## src/rtl/bmp_extent_scan_pkg.sv

```systemverilog
// Shared types and constants for the bitmap extent scanner.
package bmp_extent_scan_pkg;
  localparam int ROWS_DEF  = 64;
  localparam int COLS_DEF  = 24;
  localparam int ROW_IDX_W = 6;
  localparam int COL_IDX_W = 5;
  localparam int PIX_W     = 11;
  localparam logic [PIX_W-1:0] PIX_SAT = 11'd1536;

  typedef enum logic [2:0] {
    ST_IDLE,
    ST_TOP,
    ST_BOT,
    ST_COL,
    ST_DONE
  } state_t;
endpackage

```

## src/rtl/bmp_extent_scan_popcount64.sv

```systemverilog
// Combinational population count of a 64-bit column slice.
module bmp_popcount64 (
  input  logic [63:0] din,
  output logic [6:0]  cnt
);
  always_comb begin
    cnt = '0;
    for (int i = 0; i < 64; i++) begin
      cnt = cnt + {6'd0, din[i]};
    end
  end
endmodule

```

## src/rtl/bmp_extent_scan.sv

```systemverilog
// Scans an upstream bitmap slice by slice for its row/column extents and pixel count.
// Pixel counting is built only when BMP_SCAN_PIXCOUNT_EN is defined; otherwise pixcount reads 0.
module bmp_extent_scan
  import bmp_extent_scan_pkg::*;
#(
  parameter int ROWS = ROWS_DEF,
  parameter int COLS = COLS_DEF
) (
  input  logic                 clk,
  input  logic                 rst,
  input  logic                 alustart,
  input  logic [COLS-1:0]      toprowin,
  input  logic [COLS-1:0]      botrowin,
  input  logic [ROWS-1:0]      columnin,
  input  logic                 rowtopready,
  input  logic                 rowbotready,
  input  logic                 colready,
  output logic                 nextrowtop,
  output logic                 nextrowbot,
  output logic                 nextcol,
  output logic [ROW_IDX_W-1:0] top_idx,
  output logic [ROW_IDX_W-1:0] bot_idx,
  output logic [COL_IDX_W-1:0] col_hi,
  output logic [COL_IDX_W-1:0] col_lo,
  output logic [PIX_W-1:0]     pixcount,
  output logic                 done,
  output logic                 empty
);
  localparam logic [ROW_IDX_W-1:0] ROW_LAST = ROW_IDX_W'(ROWS - 1);
  localparam logic [COL_IDX_W-1:0] COL_LAST = COL_IDX_W'(COLS - 1);

  state_t               state, state_nx;
  logic [ROW_IDX_W-1:0] row_cnt;
  logic [COL_IDX_W-1:0] col_cnt;
  logic                 issue, pend, found;
  logic                 rdy_sel, hit;
  logic                 top_nz, bot_nz, col_nz;

  assign top_nz = |toprowin;
  assign bot_nz = |botrowin;
  assign col_nz = |columnin;

  always_comb begin
    rdy_sel = 1'b0;
    case (state)
      ST_TOP:  rdy_sel = rowtopready;
      ST_BOT:  rdy_sel = rowbotready;
      ST_COL:  rdy_sel = colready;
      default: rdy_sel = 1'b0;
    endcase
  end

  // Only a ready answering an already-issued request counts; alustart beats it.
  assign hit = pend & rdy_sel & ~alustart;

  always_ff @(posedge clk) begin
    if (rst) state <= ST_IDLE;
    else     state <= state_nx;
  end

  always_comb begin
    state_nx = state;
    if (alustart) begin
      state_nx = ST_TOP;
    end else if (hit) begin
      case (state)
        ST_TOP: begin
          if (top_nz)              state_nx = ST_BOT;
          else if (row_cnt == '0)  state_nx = ST_DONE;
        end
        ST_BOT: if (bot_nz || row_cnt == ROW_LAST) state_nx = ST_COL;
        ST_COL: if (col_cnt == '0) state_nx = ST_DONE;
        default: state_nx = state;
      endcase
    end
  end

  always_comb begin
    nextrowtop = 1'b0;
    nextrowbot = 1'b0;
    nextcol    = 1'b0;
    case (state)
      ST_TOP:  nextrowtop = issue;
      ST_BOT:  nextrowbot = issue;
      ST_COL:  nextcol    = issue;
      default: ;
    endcase
  end

  always_ff @(posedge clk) begin
    if (rst) begin
      issue <= 1'b0; pend <= 1'b0; found <= 1'b0;
      done <= 1'b0; empty <= 1'b0;
      row_cnt <= '0; col_cnt <= '0;
      top_idx <= '0; bot_idx <= '0; col_hi <= '0; col_lo <= '0;
    end else if (alustart) begin
      issue <= 1'b1; pend <= 1'b0; found <= 1'b0;
      done <= 1'b0; empty <= 1'b0;
      row_cnt <= ROW_LAST; col_cnt <= COL_LAST;
      top_idx <= '0; bot_idx <= '0; col_hi <= '0; col_lo <= '0;
    end else begin
      if (issue) begin
        issue <= 1'b0;
        pend  <= 1'b1;
      end
      if (hit) begin
        pend  <= 1'b0;
        issue <= 1'b1;
        case (state)
          ST_TOP: begin
            if (top_nz) begin
              top_idx <= row_cnt;
              row_cnt <= '0;
            end else if (row_cnt == '0) begin
              issue <= 1'b0; done <= 1'b1; empty <= 1'b1;
            end else begin
              row_cnt <= row_cnt - 1'b1;
            end
          end
          ST_BOT: begin
            if (bot_nz || row_cnt == ROW_LAST) bot_idx <= row_cnt;
            else                               row_cnt <= row_cnt + 1'b1;
          end
          ST_COL: begin
            if (col_nz) begin
              if (!found) col_hi <= col_cnt;
              col_lo <= col_cnt;
              found  <= 1'b1;
            end
            if (col_cnt == '0) begin
              issue <= 1'b0; done <= 1'b1;
            end else begin
              col_cnt <= col_cnt - 1'b1;
            end
          end
          default: issue <= 1'b0;
        endcase
      end
    end
  end

`ifdef BMP_SCAN_PIXCOUNT_EN
  logic [6:0]     pop;
  logic [PIX_W:0] pix_sum;

  bmp_popcount64 u_popcount (
    .din (64'(columnin)),
    .cnt (pop)
  );

  assign pix_sum = {1'b0, pixcount} + {{(PIX_W - 6){1'b0}}, pop};

  always_ff @(posedge clk) begin
    if (rst || alustart)
      pixcount <= '0;
    else if (hit && state == ST_COL)
      pixcount <= (pix_sum > {1'b0, PIX_SAT}) ? PIX_SAT : pix_sum[PIX_W-1:0];
  end
`else
  assign pixcount = '0;
`endif
endmodule
```

## config.mk

```make
export PLATFORM = sky130hd
export DESIGN_NAME = bmp_extent_scan
export DESIGN_NICKNAME = d
export VERILOG_FILES = /design/src/rtl/bmp_extent_scan_pkg.sv /design/src/rtl/bmp_extent_scan_popcount64.sv /design/src/rtl/bmp_extent_scan.sv
export SDC_FILE = /design/constraint.sdc
export NUM_CORES = 1
export LEC_CHECK = 0
export ABC_CLOCK_PERIOD_IN_PS = 2760
export CAP_MARGIN = 10
export CORE_UTILIZATION = 36
export CTS_CLUSTER_DIAMETER = 150
export DETAILED_ROUTE_END_ITERATION = 6
export GPL_ROUTABILITY_DRIVEN = 0
export GPL_TIMING_DRIVEN = 0
export HOLD_SLACK_MARGIN = 0.12
export PLACE_DENSITY = 0.8
export SYNTH_ARGS = -nofsm -noshare
export SYNTH_HDL_FRONTEND = slang
export SYNTH_SLANG_ARGS = --single-unit
export TNS_END_PERCENT = 50
```

## constraint.sdc

```tcl
create_clock -name clk -period 2.76 [get_ports clk]
set_input_delay 0.276 -clock clk [delete_from_list [all_inputs] [get_ports clk]]
set_output_delay 0.276 -clock clk [all_outputs]
set_load 0.02 [all_outputs]
```

---- After elaboration in Yosys (flattened, before gate mapping) ----
Cells that the tools add are included.
cells by class
  $add $sub $neg .......................... 3
  equal/unequal tests ..................... 15
  mux-type cells .......................... 31
  bitwise gates (word level) .............. 6
  reduce and logical (&&, ||, !) cells .... 25
operator list
  cell                   number
  $reduce_or A64 Y1      1
  $reduce_or A24 Y1      2
  $mux W6                5
  $mux W5                4
  $reduce_and A3 Y1      5
  $reduce_and A5 Y1      3
  $mux W1                13
  $mux W3                4
  $ne A3 B3 Y1 const B   4
  $pmux W6 S2            1
  $reduce_and A4 Y1      3
  $ne A2 B2 Y1 const B   5
  $pmux W3 S3            1
  $ne A4 B4 Y1 const B   2
  $add A6 B1 Y6 const B  1
  $eq A3 B2 Y1 const B   2
  $eq A6 B6 Y1 const B   1
  $logic_not A6 Y1       1
  $pmux W1 S3            2
  $reduce_bool A2 Y1     3
  $reduce_bool A3 Y1     2
  $sub A6 B1 Y6 const B  1
  $logic_not A5 Y1       1
  $sub A5 B1 Y5 const B  1
  other kinds (8)        12
storage, ports and cells
  flip-flop bits (word level) ............. 41
  input port bits ......................... 118

---- Logic depth before layout (Yosys ltp) ----
Gate-level depths: netlist of run 1.
  word-level depth ........................ 6
  gate-level depth with buffers ........... 10
  gate-level depth less buffers ........... 8

---- Worst setup path after synthesis of run 1 ----
OpenSTA, ideal clock, no wires.
  path type ............................... input-to-reg
  start ................................... input port toprowin[10]
  end ..................................... register row_cnt[4]
  setup time .............................. 0.133 ns
  arrival ................................. 1.798 ns
  data required time ...................... 2.627 ns
  slack ................................... 0.829 ns
  stages on the path ...................... 7
  buffers on the path ..................... 1
  cells stage by stage .................... or4_4 -> nor4_1 -> a21boi_1 -> a32o_1 -> buf_6 -> a211oi_2 -> a311oi_2
between the ends
  longest elaborated chain between the ends .. 5
  elaborated cells between the ends (all ways) .. 7
ends and longest elaborated chain
  item                  RTL line                text
  start, declared       bmp_extent_scan.sv:12   input logic [COLS-1:0] toprowin,
  $reduce_or A24 Y1 *   bmp_extent_scan.sv:39   assign top_nz = |toprowin;
  $mux W6               bmp_extent_scan.sv:111  if (top_nz) begin
  $pmux W6 S2           bmp_extent_scan.sv:109  case (state)
  $mux W6               bmp_extent_scan.sv:106  if (hit) begin
  $mux W6               bmp_extent_scan.sv:96   end else if (alustart) begin
  end signal, assigned  bmp_extent_scan.sv:117  row_cnt <= row_cnt - 1'b1;
  end signal, assigned  bmp_extent_scan.sv:122  else row_cnt <= row_cnt + 1'b1;
  end, declared         bmp_extent_scan.sv:33   logic [ROW_IDX_W-1:0] row_cnt;
Every way passes the cells marked *; elsewhere a longest branch is shown, timed or not. The select of a mux whose other input is x is not followed.
A chain may end at the register's enable or synchronous reset.

---- Worst setup path after layout of run 1 ----
  start ................................... register state[1]
  end ..................................... output port nextrowbot
between the ends
  longest elaborated chain between the ends .. 2
ends and longest elaborated chain
  item                    RTL line               text
  start, declared         bmp_extent_scan.sv:32  state_t state, state_nx;
  start signal, assigned  bmp_extent_scan.sv:58  else state <= state_nx;
  $eq A3 B2 Y1            bmp_extent_scan.sv:82  case (state)
  $mux W1                 bmp_extent_scan.sv:82
  end, declared           bmp_extent_scan.sv:19  output logic nextrowbot,
No other way between the ends.

==> results of run 1 <==
==> power by group through the flow <==
stage,clock network [W],logic [W],registers (W)
floorplan,0,0.000103,0.000629
global placement,0,0.000286,0.000634
detailed placement,0,0.000291,0.000635
CTS,0.000507,0.000293,0.000621
global route,0.000530,0.000316,0.000623
finish,0.000497,0.000293,0.000621
==> metrics by stage <==
stage	area (µm²)	utilization, %
2_1_floorplan	2430	-
3_3_place_gp	3950	61.9
3_5_place_dp	3950	61.9
4_1_cts	4070	63.7
5_1_grt	4070	63.7
6_report	4070	63.7
==> flip-flops by register name, summed over array words and instances, names as in the netlist <==
signal / flops
col_lo: 5
top_idx: 6
empty: 1
issue: 1
col_cnt: 5
state: 3
done: 1
col_hi: 5
pend: 1
row_cnt: 6
bot_idx: 6
found: 1
==> layer usage <==
layer / GRT usage (%) / wire [µm]
met1: 28.6 / 3250
met2: 35.8 / 3650
met3: 4.95 / 583
met4: 5.24 / 78
met5: 0 / 0
==> layout by cell type (no fill, tap or decap), types with 9 or more instances in the layout <==
cell,instances
a21oi_1,19
buf_4,11
nor2_1,43
mux2i_1,27
nand2_1,9
dfxtp_1,41
clkdlybuf4s50_1,143
nor4_1,28
clkbuf_1,10
conb_1,11
==> final cells by class <==
cell class              count  area (µm²)  share of cell area [%]
well taps                  77        96.3                    2.37
inverters                   6        22.5                   0.554
plain buffers              26         163                    4.00
multi-input cells         221        1420                    34.9
flip-flops and latches     41         821                    20.2
clock buffers               5        68.8                    1.69
clock inverters             3        46.3                    1.14
repair buffers            143        1430                    35.2
==> path summary, 6_finish.rpt <==
check              from    endpoint  slack (ns)
max            state[1]  nextrowbot        0.21
min            alustart  col_cnt[1]        0.44
max reg2reg  col_cnt[0]  col_cnt[2]        0.54
min reg2reg        done        done        0.47
==> cell families after synthesis <==
kind of cell	synth area share, %
xor gates and xnor gates	1.10
DFF	34.4
buffers and inverters	7.75
AOI/OAI and AO/OA	13.2
adders and majority gates	2.10
and+or+nand+nor	30.0
other	0.157
muxes	11.3
==> critical path: cells and delay by family, from the launching register on <==
kind | cells | cell delay, ns
flip-flops | 1 | 0.33
AND/OR/NAND/NOR | 2 | 0.43
buffers and inverters | 3 | 1.21
==> impl_metrics.toml, run 1 <==
[place]
dpl.hpwl_um = 6020
dp_cells = 514
place_ws_ns = 0.237
port_buffers = 143

[global_routing]
gr-usage-all-layers_pct = 21.6
grt-ovfl-total = 0
grt_max_degree = 15
grt_pass1_wl_um = 12300
grt_pass1_vias = 2538
antenna_found_initial = 0

[power_and_ir_drop]
power_w = 0.00141
intPower_w = 0.00107
irDropWorstVdd_mv = 0.305
power_frac_comb_pct = 20.8
p_switching_w = 0.000345
p_per_area_nw_per_um2 = 347
p_leak_nw = 1.51
pwr-share-seq_pct = 44.0
swShare_pct = 24.5
clkPwrFrac_pct = 35.2

[status]
status = "finished clean"

[finish]
synthToLayoutAreaGrowth_pct = 70.4
n_fill_cell = 593
fin_nets = 566
fin_cells = 522
drive_above_1_share_pct = 8.09
antenna_cells = 0

[floorplan]
fp.dieH_um = 83.5
initial_core_util_pct = 37.4
die_area_um2 = 6960
fp-row-count = 29
coreArea_um2 = 6390
io-pin-count = 156
die_x_um = 83.5

[critical_path]
worstSetupPathType = "flop to primary output"
slowest_stage = "clkdlybuf4s50_1"
critPathMaxStageDelay_ns = 0.60
r2r_cells = 8
worstPathRequired_ns = 2.48
path_cells = "buf_2 -> nor3b_1 -> clkbuf_1 -> and2_1 -> clkdlybuf4s50_1"
critPathLaunchType = "flop"
worst_setup_path_end_kind = "primary output"
worstPathArrival_ns = 2.28
crit_fanout = 10

[yosys]
yosys_register_bits = 41
synth_warnings = 0
ys_seq_area_share_pct = 34.4
synth.avg_cell_area_um2 = 8.41
synthFlopType = "dfxtp_1"
yosysTopAreaCell = "dfxtp_1"
ys_top_cells_by_area = "dfxtp_1 (34%), mux2i_1 (11%), nor4_1 (7.3%)"
ys_types = 51
synth-edff-count = 0
synth_area_um2 = 2390
ys_async_sr_fraction_pct = 0
post-synth-top-area-fraction_pct = 34.4
yosys-top-cells-count = "nor2_1 (43), dfxtp_1 (41), nor4_1 (28)"
syn_inst = 284
synth_most_common_cell = "nor2_1"

[sta]
finClkSkew_ns = 0.00918
fin_crit_ns = 2.55
timing.final.ws_setup_ns = 0.208
setup_viol = 0
period_share_pct = 92.5
hold-worst-slack_ns = 0.437
rsz0062_at_grt = "no"
fmax_ghz = 0.392
hold_violations = 0
maxSlewViolCount = 0
tightest_slew_ns = 0.808
setup_tns_ns = 0
slew_headroom_pct = 45.6

[drt]
dr.first_iter.drc_count = 204
drtAntennaViolNets = 0
route.vias.total = 2674
dr.pass1.iters = 5
drc = 0
viasPerCell = 5.12
wl_um = 7560
wl_per_cell_um = 14.5

[cts]
tritoncts = "yes"
clk_pin_slew_ns = 0.09
clock_sinks = 41
clockRootBuffer = "clkbuf_8"
cts_buffers = 5
post_cts_buffers = 0
clock_path_buffers = 2
cts_resized = 0
hold_buffers = 0
htree_num_levels = 2
insertion_delay_ns = 0.30

[min_path]
min-delay-path-class = "primary input to flop"
holdPathStages = 3

[flow_run]
drv_cap = 0
No activity file was read; power rests on OpenSTA's default activity.
==> run 2, diff against run 1 <==
- HOLD_SLACK_MARGIN: 0.12 -> 0.05
==> results of run 2 <==
No change in the layout: final DEF, timing and power equal those of run 1.
